===== src/rtl/dbg_pkg.sv =====
// Shared definitions for the debug register dumper: FSM states and frame geometry.
package dbg_pkg;

    typedef enum logic [2:0] {
        ST_IDLE,
        ST_SEND,
        ST_SEL,
        ST_CAP,
        ST_FIN
    } state_t;

    localparam int FRAME_BYTES = 133;
    localparam int NUM_REGS    = 32;
    localparam logic [7:0] DEFAULT_HEADER = 8'hA5;

endpackage


===== src/rtl/debug_reg_dumper_uart_tx.sv =====
// UART 8N1 transmitter: ready is high only while idle, so back-to-back bytes
// are separated by exactly one idle-high cycle.
module uart_tx #(
    parameter int CLKS_PER_BIT = 868
) (
    input  logic       clk,
    input  logic       reset,
    input  logic [7:0] data,
    input  logic       valid,
    output logic       ready,
    output logic       tx
);

    localparam int CNT_W = (CLKS_PER_BIT > 1) ? $clog2(CLKS_PER_BIT) : 1;
    localparam logic [CNT_W-1:0] CNT_LAST = CNT_W'(CLKS_PER_BIT - 1);

    logic             r_active;
    logic             r_tx;
    logic [CNT_W-1:0] r_cnt;
    logic [3:0]       r_bit;
    logic [8:0]       r_shift;

    // r_bit indexes the bit currently on the line: 0 = start, 1..8 = data, 9 = stop
    always_ff @(posedge clk) begin
        if (reset) begin
            r_active <= 1'b0;
            r_tx     <= 1'b1;
            r_cnt    <= '0;
            r_bit    <= '0;
        end else if (!r_active) begin
            if (valid) begin
                r_active <= 1'b1;
                r_tx     <= 1'b0;
                r_shift  <= {1'b1, data};
                r_cnt    <= '0;
                r_bit    <= '0;
            end
        end else if (r_cnt == CNT_LAST) begin
            r_cnt <= '0;
            if (r_bit == 4'd9) begin
                r_active <= 1'b0;
                r_tx     <= 1'b1;
            end else begin
                r_tx    <= r_shift[0];
                r_shift <= {1'b0, r_shift[8:1]};
                r_bit   <= r_bit + 4'd1;
            end
        end else begin
            r_cnt <= r_cnt + CNT_W'(1);
        end
    end

    assign ready = ~r_active;
    assign tx    = r_tx;

endmodule


===== src/rtl/debug_reg_dumper.sv =====
// Debug readout: on start, serialises HEADER, the latched PC and x0..x31
// (each MSB first) as one 133-byte UART frame, walking debug_reg_select itself.
module debug_reg_dumper
    import dbg_pkg::*;
#(
    parameter int         CLKS_PER_BIT = 868,
    parameter logic [7:0] HEADER_BYTE  = DEFAULT_HEADER
) (
    input  logic        clk,
    input  logic        reset,
    input  logic        start,
    input  logic [31:0] pc_in,
    input  logic [31:0] debug_reg_in,
    output logic [4:0]  debug_reg_select,
    output logic        tx,
    output logic        busy,
    output logic        done
);

    state_t      r_state;
    state_t      w_state_next;
    logic [7:0]  r_cnt;
    logic [4:0]  r_idx;
    logic [4:0]  r_sel;
    logic [31:0] r_shift;
    logic        r_done;

    logic        w_valid;
    logic        w_accept;
    logic        w_tx_ready;
    logic        w_group_end;
    logic        w_last;
    logic [7:0]  w_byte;

    // Every 4th byte after the header closes a 32-bit word (PC or a register)
    assign w_group_end = (r_cnt != 8'd0) && (r_cnt[1:0] == 2'b00);
    assign w_last      = (r_cnt == 8'(FRAME_BYTES - 1));
    assign w_byte      = (r_cnt == 8'd0) ? HEADER_BYTE : r_shift[31:24];
    assign w_accept    = w_valid && w_tx_ready;

    always_ff @(posedge clk) begin
        if (reset) begin
            r_state <= ST_IDLE;
        end else begin
            r_state <= w_state_next;
        end
    end

    always_comb begin
        w_state_next = r_state;
        w_valid      = 1'b0;
        unique case (r_state)
            ST_IDLE: if (start) w_state_next = ST_SEND;
            ST_SEND: begin
                w_valid = 1'b1;
                if (w_tx_ready && w_group_end) begin
                    w_state_next = w_last ? ST_FIN : ST_SEL;
                end
            end
            ST_SEL:  w_state_next = ST_CAP;
            ST_CAP:  w_state_next = ST_SEND;
            ST_FIN:  if (r_done) w_state_next = ST_IDLE;
            default: w_state_next = ST_IDLE;
        endcase
    end

    always_ff @(posedge clk) begin
        if (reset) begin
            r_cnt  <= '0;
            r_idx  <= '0;
            r_sel  <= '0;
            r_done <= 1'b0;
        end else begin
            r_done <= 1'b0;
            unique case (r_state)
                ST_IDLE: begin
                    r_sel <= '0;
                    if (start) begin
                        r_shift <= pc_in;
                        r_cnt   <= '0;
                    end
                end
                ST_SEND: begin
                    if (w_accept) begin
                        r_cnt <= r_cnt + 8'd1;
                        if (r_cnt != 8'd0) r_shift <= {r_shift[23:0], 8'h00};
                        if (w_group_end && !w_last) r_idx <= 5'(r_cnt[7:2] - 6'd1);
                    end
                end
                ST_SEL:  r_sel <= r_idx;
                // Select was registered one cycle earlier, so the read path has settled
                ST_CAP:  r_shift <= debug_reg_in;
                ST_FIN:  if (!r_done && w_tx_ready) r_done <= 1'b1;
                default: ;
            endcase
        end
    end

    uart_tx #(
        .CLKS_PER_BIT(CLKS_PER_BIT)
    ) u_uart_tx (
        .clk   (clk),
        .reset (reset),
        .data  (w_byte),
        .valid (w_valid),
        .ready (w_tx_ready),
        .tx    (tx)
    );

    assign debug_reg_select = r_sel;
    assign busy             = (r_state != ST_IDLE);
    assign done             = r_done;

endmodule

===== config.mk =====
export PLATFORM = sky130hd
export DESIGN_NAME = debug_reg_dumper
export DESIGN_NICKNAME = d
export VERILOG_FILES = /design/src/rtl/dbg_pkg.sv /design/src/rtl/debug_reg_dumper_uart_tx.sv /design/src/rtl/debug_reg_dumper.sv
export SDC_FILE = /design/constraint.sdc
export NUM_CORES = 1
export LEC_CHECK = 0
export ABC_AREA = 0
export BUFFER_PORTS_ARGS = -buffer_cell sky130_fd_sc_hd__buf_2
export CORE_UTILIZATION = 45
export CTS_BUF_LIST = sky130_fd_sc_hd__clkbuf_4 sky130_fd_sc_hd__clkbuf_8
export DETAILED_ROUTE_END_ITERATION = 6
export PLACE_DENSITY = 0.78
export SYNTH_ARGS = -nofsm -noshare
export SYNTH_HDL_FRONTEND = slang
export SYNTH_HIERARCHICAL = 1
export SYNTH_SLANG_ARGS = --single-unit

===== constraint.sdc =====
create_clock -name clk -period 10.6 [get_ports clk]
set_input_delay 0.53 -clock clk [delete_from_list [all_inputs] [get_ports clk]]
set_output_delay 0.53 -clock clk [all_outputs]
set_load 0.1 [all_outputs]

After elaboration in Yosys (flattened, before gate mapping)
Cells that the tools add are included.
Word-level totals
  register bits after elaboration: 79
  input port bits: 67
  output and inout bits: 8
  logic and storage cells: 91
Cells by class
  $add $sub $neg: 4
  eq/ne operators: 14
  multiplexer cells: 35
  bitwise gates (word level): 3
  reduce and logical (&&, ||, !) cells: 24
Operators by type and width (number)
  $mux W32: 3
  $pmux W32 S3: 1
  $mux W9: 4
  $mux W10: 3
  $mux W8: 3
  $mux W4: 4
  $pmux W8 S2: 1
  $pmux W3 S5: 1
  $ne A2 B2 Y1 const B: 7
  $mux W3: 4
  $reduce_and A3 Y1: 4
  $add A10 B1 Y10 const B: 1
  $eq A10 B10 Y1 const B: 1
  $mux W1: 10
  $pmux W5 S2: 1
  $add A8 B1 Y8 const B: 1
  $eq A8 B8 Y1 const B: 1
  $logic_not A8 Y1: 1
  $reduce_bool A8 Y1: 1
  $eq A3 B2 Y1 const B: 2
  $reduce_bool A2 Y1: 3
  $reduce_bool A3 Y1: 2
  $logic_and A1 B1 Y1: 5
  $reduce_and A5 Y1: 1
  12 further kinds: 15

Depth between registers and ports, before layout
  depth in word-level cells: 5
  mapped depth: 8
  gate-level depth less buffers: 6

Cells and area by module
Netlist, hierarchy kept.
Modules (own cells, without submodules)
  debug_reg_dumper: times used 1, cells each 276, area an instance 2737.6 um^2, sequential area each 1401.3 um^2
  uart_tx: times used 1, cells each 118, area an instance 1231.2 um^2, sequential area each 590.6 um^2

Least setup slack after synthesis
OpenSTA, ideal clock, no wires.
  kind: register to register
  start: register r_cnt[2] (netlist name)
  end: register r_shift[0] (netlist name)
  library setup time: 0.470 ns
  arrival: 3.697 ns
  required time: 10.130 ns
  path slack: 6.433 ns
  cell stages (with the launch flop): 7
  path buffers: 0
  clock period less this slack: 4.167 ns
  cell sequence: dfxtp_1 -> inv_1 -> ha_1 -> nor3b_2 -> a21boi_1 -> o21ai_0 -> a21boi_0

Final worst setup path
  start: register r_state[0]
  end: register u_uart_tx.r_shift[5], enable pin
On the way
  cells in the longest elaborated chain, start to end: 4
Ends and longest elaborated chain
  start: declaration: RTL line debug_reg_dumper.sv:20  | state_t r_state;
  start signal: assignment: RTL line debug_reg_dumper.sv:45  | r_state <= w_state_next;
  $eq A3 B1 Y1: RTL line debug_reg_dumper.sv:52  | unique case (r_state)
  $mux W1: RTL line debug_reg_dumper.sv:52
  named net w_valid: RTL line debug_reg_dumper.sv:28  | logic w_valid;
  $reduce_bool A2 Y1 (no line)
  $reduce_and A4 Y1 (no line)
  end signal: assignment: RTL line debug_reg_dumper_uart_tx.sv:34  | r_shift <= {1'b1, data};
  end signal: assignment: RTL line debug_reg_dumper_uart_tx.sv:45  | r_shift <= {1'b0, r_shift[8:1]};
  end: declaration: RTL line debug_reg_dumper_uart_tx.sv:21  | logic [8:0] r_shift;
The timed path passes the listed nets, and every way through them passes these cells.
A chain may end at the register's enable or synchronous reset.

==> results by group <==
Clock tree
  – Later-pin clock latency in the skew report: 0.35 ns
  – Post-CTS Setup Inserts: 0
  – CTS tree: built
  – H-tree Lvls: 3
  – # clock sinks: 79
  – Post-CTS sizing: 0
  – Clock tree root driver cell: clkbuf_8
  – CTS Buffer Depth: 2
  – Cts hold-fix bufs: 0
  – Clk pin slew, worst setup/hold paths: 0.09 ns
  – Number of buffers created by CTS: 9

Timing
  – Count of final max-slew check failures: 0
  – Fmax: roughly 0.33 GHz
  – Post-Route Skew: 0.0121 ns
  – Period utilization: 0.282
  – Final min period: between 2 and 3 ns
  – RSZ-0062 raised after global routing: false
  – Slew headroom: 0.251
  – Final Hold Fails: 0
  – Setup ws final: approximately 7.6 ns
  – Slew @ Worst Pin: 1.12 ns
  – Setup Total Neg Slack: 0 ns
  – Endpoints failing setup: 0

Routing
  – Via density: 5.49
  – TritonRoute pass-1 iters: 5
  – Routed Antenna Nets: 0
  – Drt wl/cell: 14.3 µm
  – # DRC: 0
  – Post-Route WL: 8130 µm
  – Vias: 3118
  – DR iter-0 viols: 141

Yosys
  – Mapped cell area: 3970 µm²
  – Syn Area/Cell: 10.1 µm²
  – Asr flop ratio synth: 0
  – Synth area leader: edfxtp_1
  – Most used DFF post-synth: edfxtp_1
  – Post-synthesis sequential area ratio: 0.502
  – Cells after Synth: 394
  – Net count after synthesis: 469
  – Top post-synthesis cells by area: edfxtp_1 31%, dfxtp_1 19%, mux2i_1 6.3%, o21ai_0 5.8%, nand2_1 5.6%
  – Share of the synthesized area in the top cell type: 0.310
  – Post-synth EDFFs: 41
  – Synth Warn #: 6
  – Synth unique cells: 60
  – Seq cells post-synth: 79

Hold path
  – Hold Path Origin: pc_in[13]
  – Worst hold path class: input pin to flop

Floorplan
  – Starting Density: 0.474
  – DIE AREA: 9200 µm²
  – Boundary pin count: 75
  – Die height: 95.9 µm
  – Horiz. Die Dim: 95.9 µm
  – Cell Rows: 33
  – Core area: around 8400 µm²

Worst setup path
  – WS Path Type: flop to flop
  – Critical Path Start: r_state[0]
  – WP data arrival: 2.96 ns
  – Critical path's largest stage delay: 0.70 ns
  – Critical-path top delay cell: a21oi_1
  – Crit path max-delay family: simple AND/OR/NAND/NOR gates
  – WP data required: ~11 ns
  – Crit end category: flop
  – Critical Path Start Type: flop
  – Worst reg2reg path startpoint: r_state[0]
  – Worst path buffer plus inverter count: 0
  – CP Cell Sequence: nand2b_2 -> nor2_1 -> nand2_1 -> a21oi_1
  – Crit-path max FO: 66

Place
  – Setup Slack @ Placement: about 7.6 ns
  – Final Wtd Congestion: 0.844
  – Placed cells: ~550
  – Dpl hpwl: around 5700 µm
  – # port buffers: 74

Finish
  – Nets: about 530
  – Commonest non-fill, non-tap cells in the layout: 74 x buf_2, 59 x nand2_1, 46 x o21ai_0
  – Most common cell after layout, fill and taps aside: buf_2
  – Layout cells sized above 1: 0.248
  – Layout Cells excl Fill: 568
  – # diodes: 0
  – Syn-to-layout area delta: 15.7%

Global route
  – Initial antenna violation count: 0
  – Vias in the first global route: 2779
  – First-pass GRT wire length: around 13000 µm
  – Pin count of the biggest net entering global routing: 67
  – GRT Overall Usage: 0.180
  – GRT Residual Overflow: 0

Pwr
  – Max rail drop VDD: 0.0908 mV
  – PwrDens: 152 nW/µm²
  – Leak: 1.73 nW

Run
  – Max-cap violations: 0

Run status
  – Status: finished clean
[logic make-up (layout without fill, tap and decap cells)]
logic type / after synthesis / in the layout / share of synthesized area
AOI/OAI and AO/OA: 87 / 87 / 0.133
xor gates and xnor gates: 11 / 11 / 0.0243
and+or+nand+nor: 145 / 145 / 0.192
buffers and inverters: 31 / 100 / 0.0381
adders and majority gates: 8 / 8 / 0.0252
DFF: 79 / 79 / 0.502
muxes: 33 / 33 / 0.0858
[stage by stage]
stage / util / total power [mW] / hold slack, ns / area (µm²)
6_report: 0.548 / 0.698 / 0.449 / 4590
2_1_floorplan: - / 0.430 / 0.448 / 3970
3_5_place_dp: 0.522 / 0.459 / 0.466 / 4370
3_3_place_gp: 0.522 / 0.455 / 0.478 / 4370
5_1_grt: 0.548 / 0.728 / 0.452 / 4590
4_1_cts: 0.548 / 0.704 / 0.430 / 4590
[where the power goes]
group / internal, mW / switching [mW] / total [mW]
registers: 0.344 / 0.0139 / 0.358
clock network: 0.133 / 0.112 / 0.245
logic: 0.0379 / 0.0568 / 0.0947
total: 0.515 / 0.183 / 0.698
[final timing paths]
kind                                to  slack, ns  depth (start not counted)
hold reg to reg    debug_reg_select[3]       0.48                          2
setup / recovery  u_uart_tx/r_shift[5]       7.61                          4
setup reg to reg  u_uart_tx/r_shift[5]       7.61                          4
hold / removal             r_shift[13]       0.45                          3
[state kept, by name, indices dropped and copies added, names as in the netlist]
register and count:
debug_reg_select 5, done 1, r_cnt 8, r_idx 5, r_shift 32, r_state 3, u_uart_tx/r_active 1, u_uart_tx/r_bit 4
u_uart_tx/r_cnt 10, u_uart_tx/r_shift 9, u_uart_tx/tx 1
[per-layer routing]
metal,vias up,part of all wire,track usage
met3,17,0.040,0.0419
li1,1564,-,-
met5,-,0,0
met4,0,0.021,0.0684
met2,72,0.50,0.285
met1,1465,0.44,0.239
[synthesized netlist by cell type (8+ instances only)]
| master | n |
|---|---|
| nor3_1 | 8 |
| ha_1 | 8 |
| nand3_1 | 16 |
| mux2_2 | 8 |
| dfxtp_1 | 38 |
| mux2i_1 | 25 |
| xnor2_1 | 10 |
| nand2b_1 | 8 |
| o21ai_0 | 46 |
| nor2_1 | 17 |
| clkbuf_1 | 10 |
| nand2_1 | 59 |
| inv_1 | 10 |
| a21oi_1 | 16 |
| edfxtp_1 | 41 |
[area by class of cell]
class                           instances  area [µm²]
Clock buffer                            9         124
Sequential cell                        79        1990
Timing Repair Buffer                   74         370
Tap cell                              105         131
Multi-Input combinational cell        284        1840
Clock inverter                          7        96.3
Fill cell                             730        3790
Inverter                               10        37.5
[worst register-to-register path, stage by stage (launching register included)]
cell	delay, ns
dfxtp_1	0.60
nand2b_2	0.67
nor2_1	0.47
nand2_1	0.17
a21oi_1	0.70
Note: power is estimated with default switching activity, not from simulation.
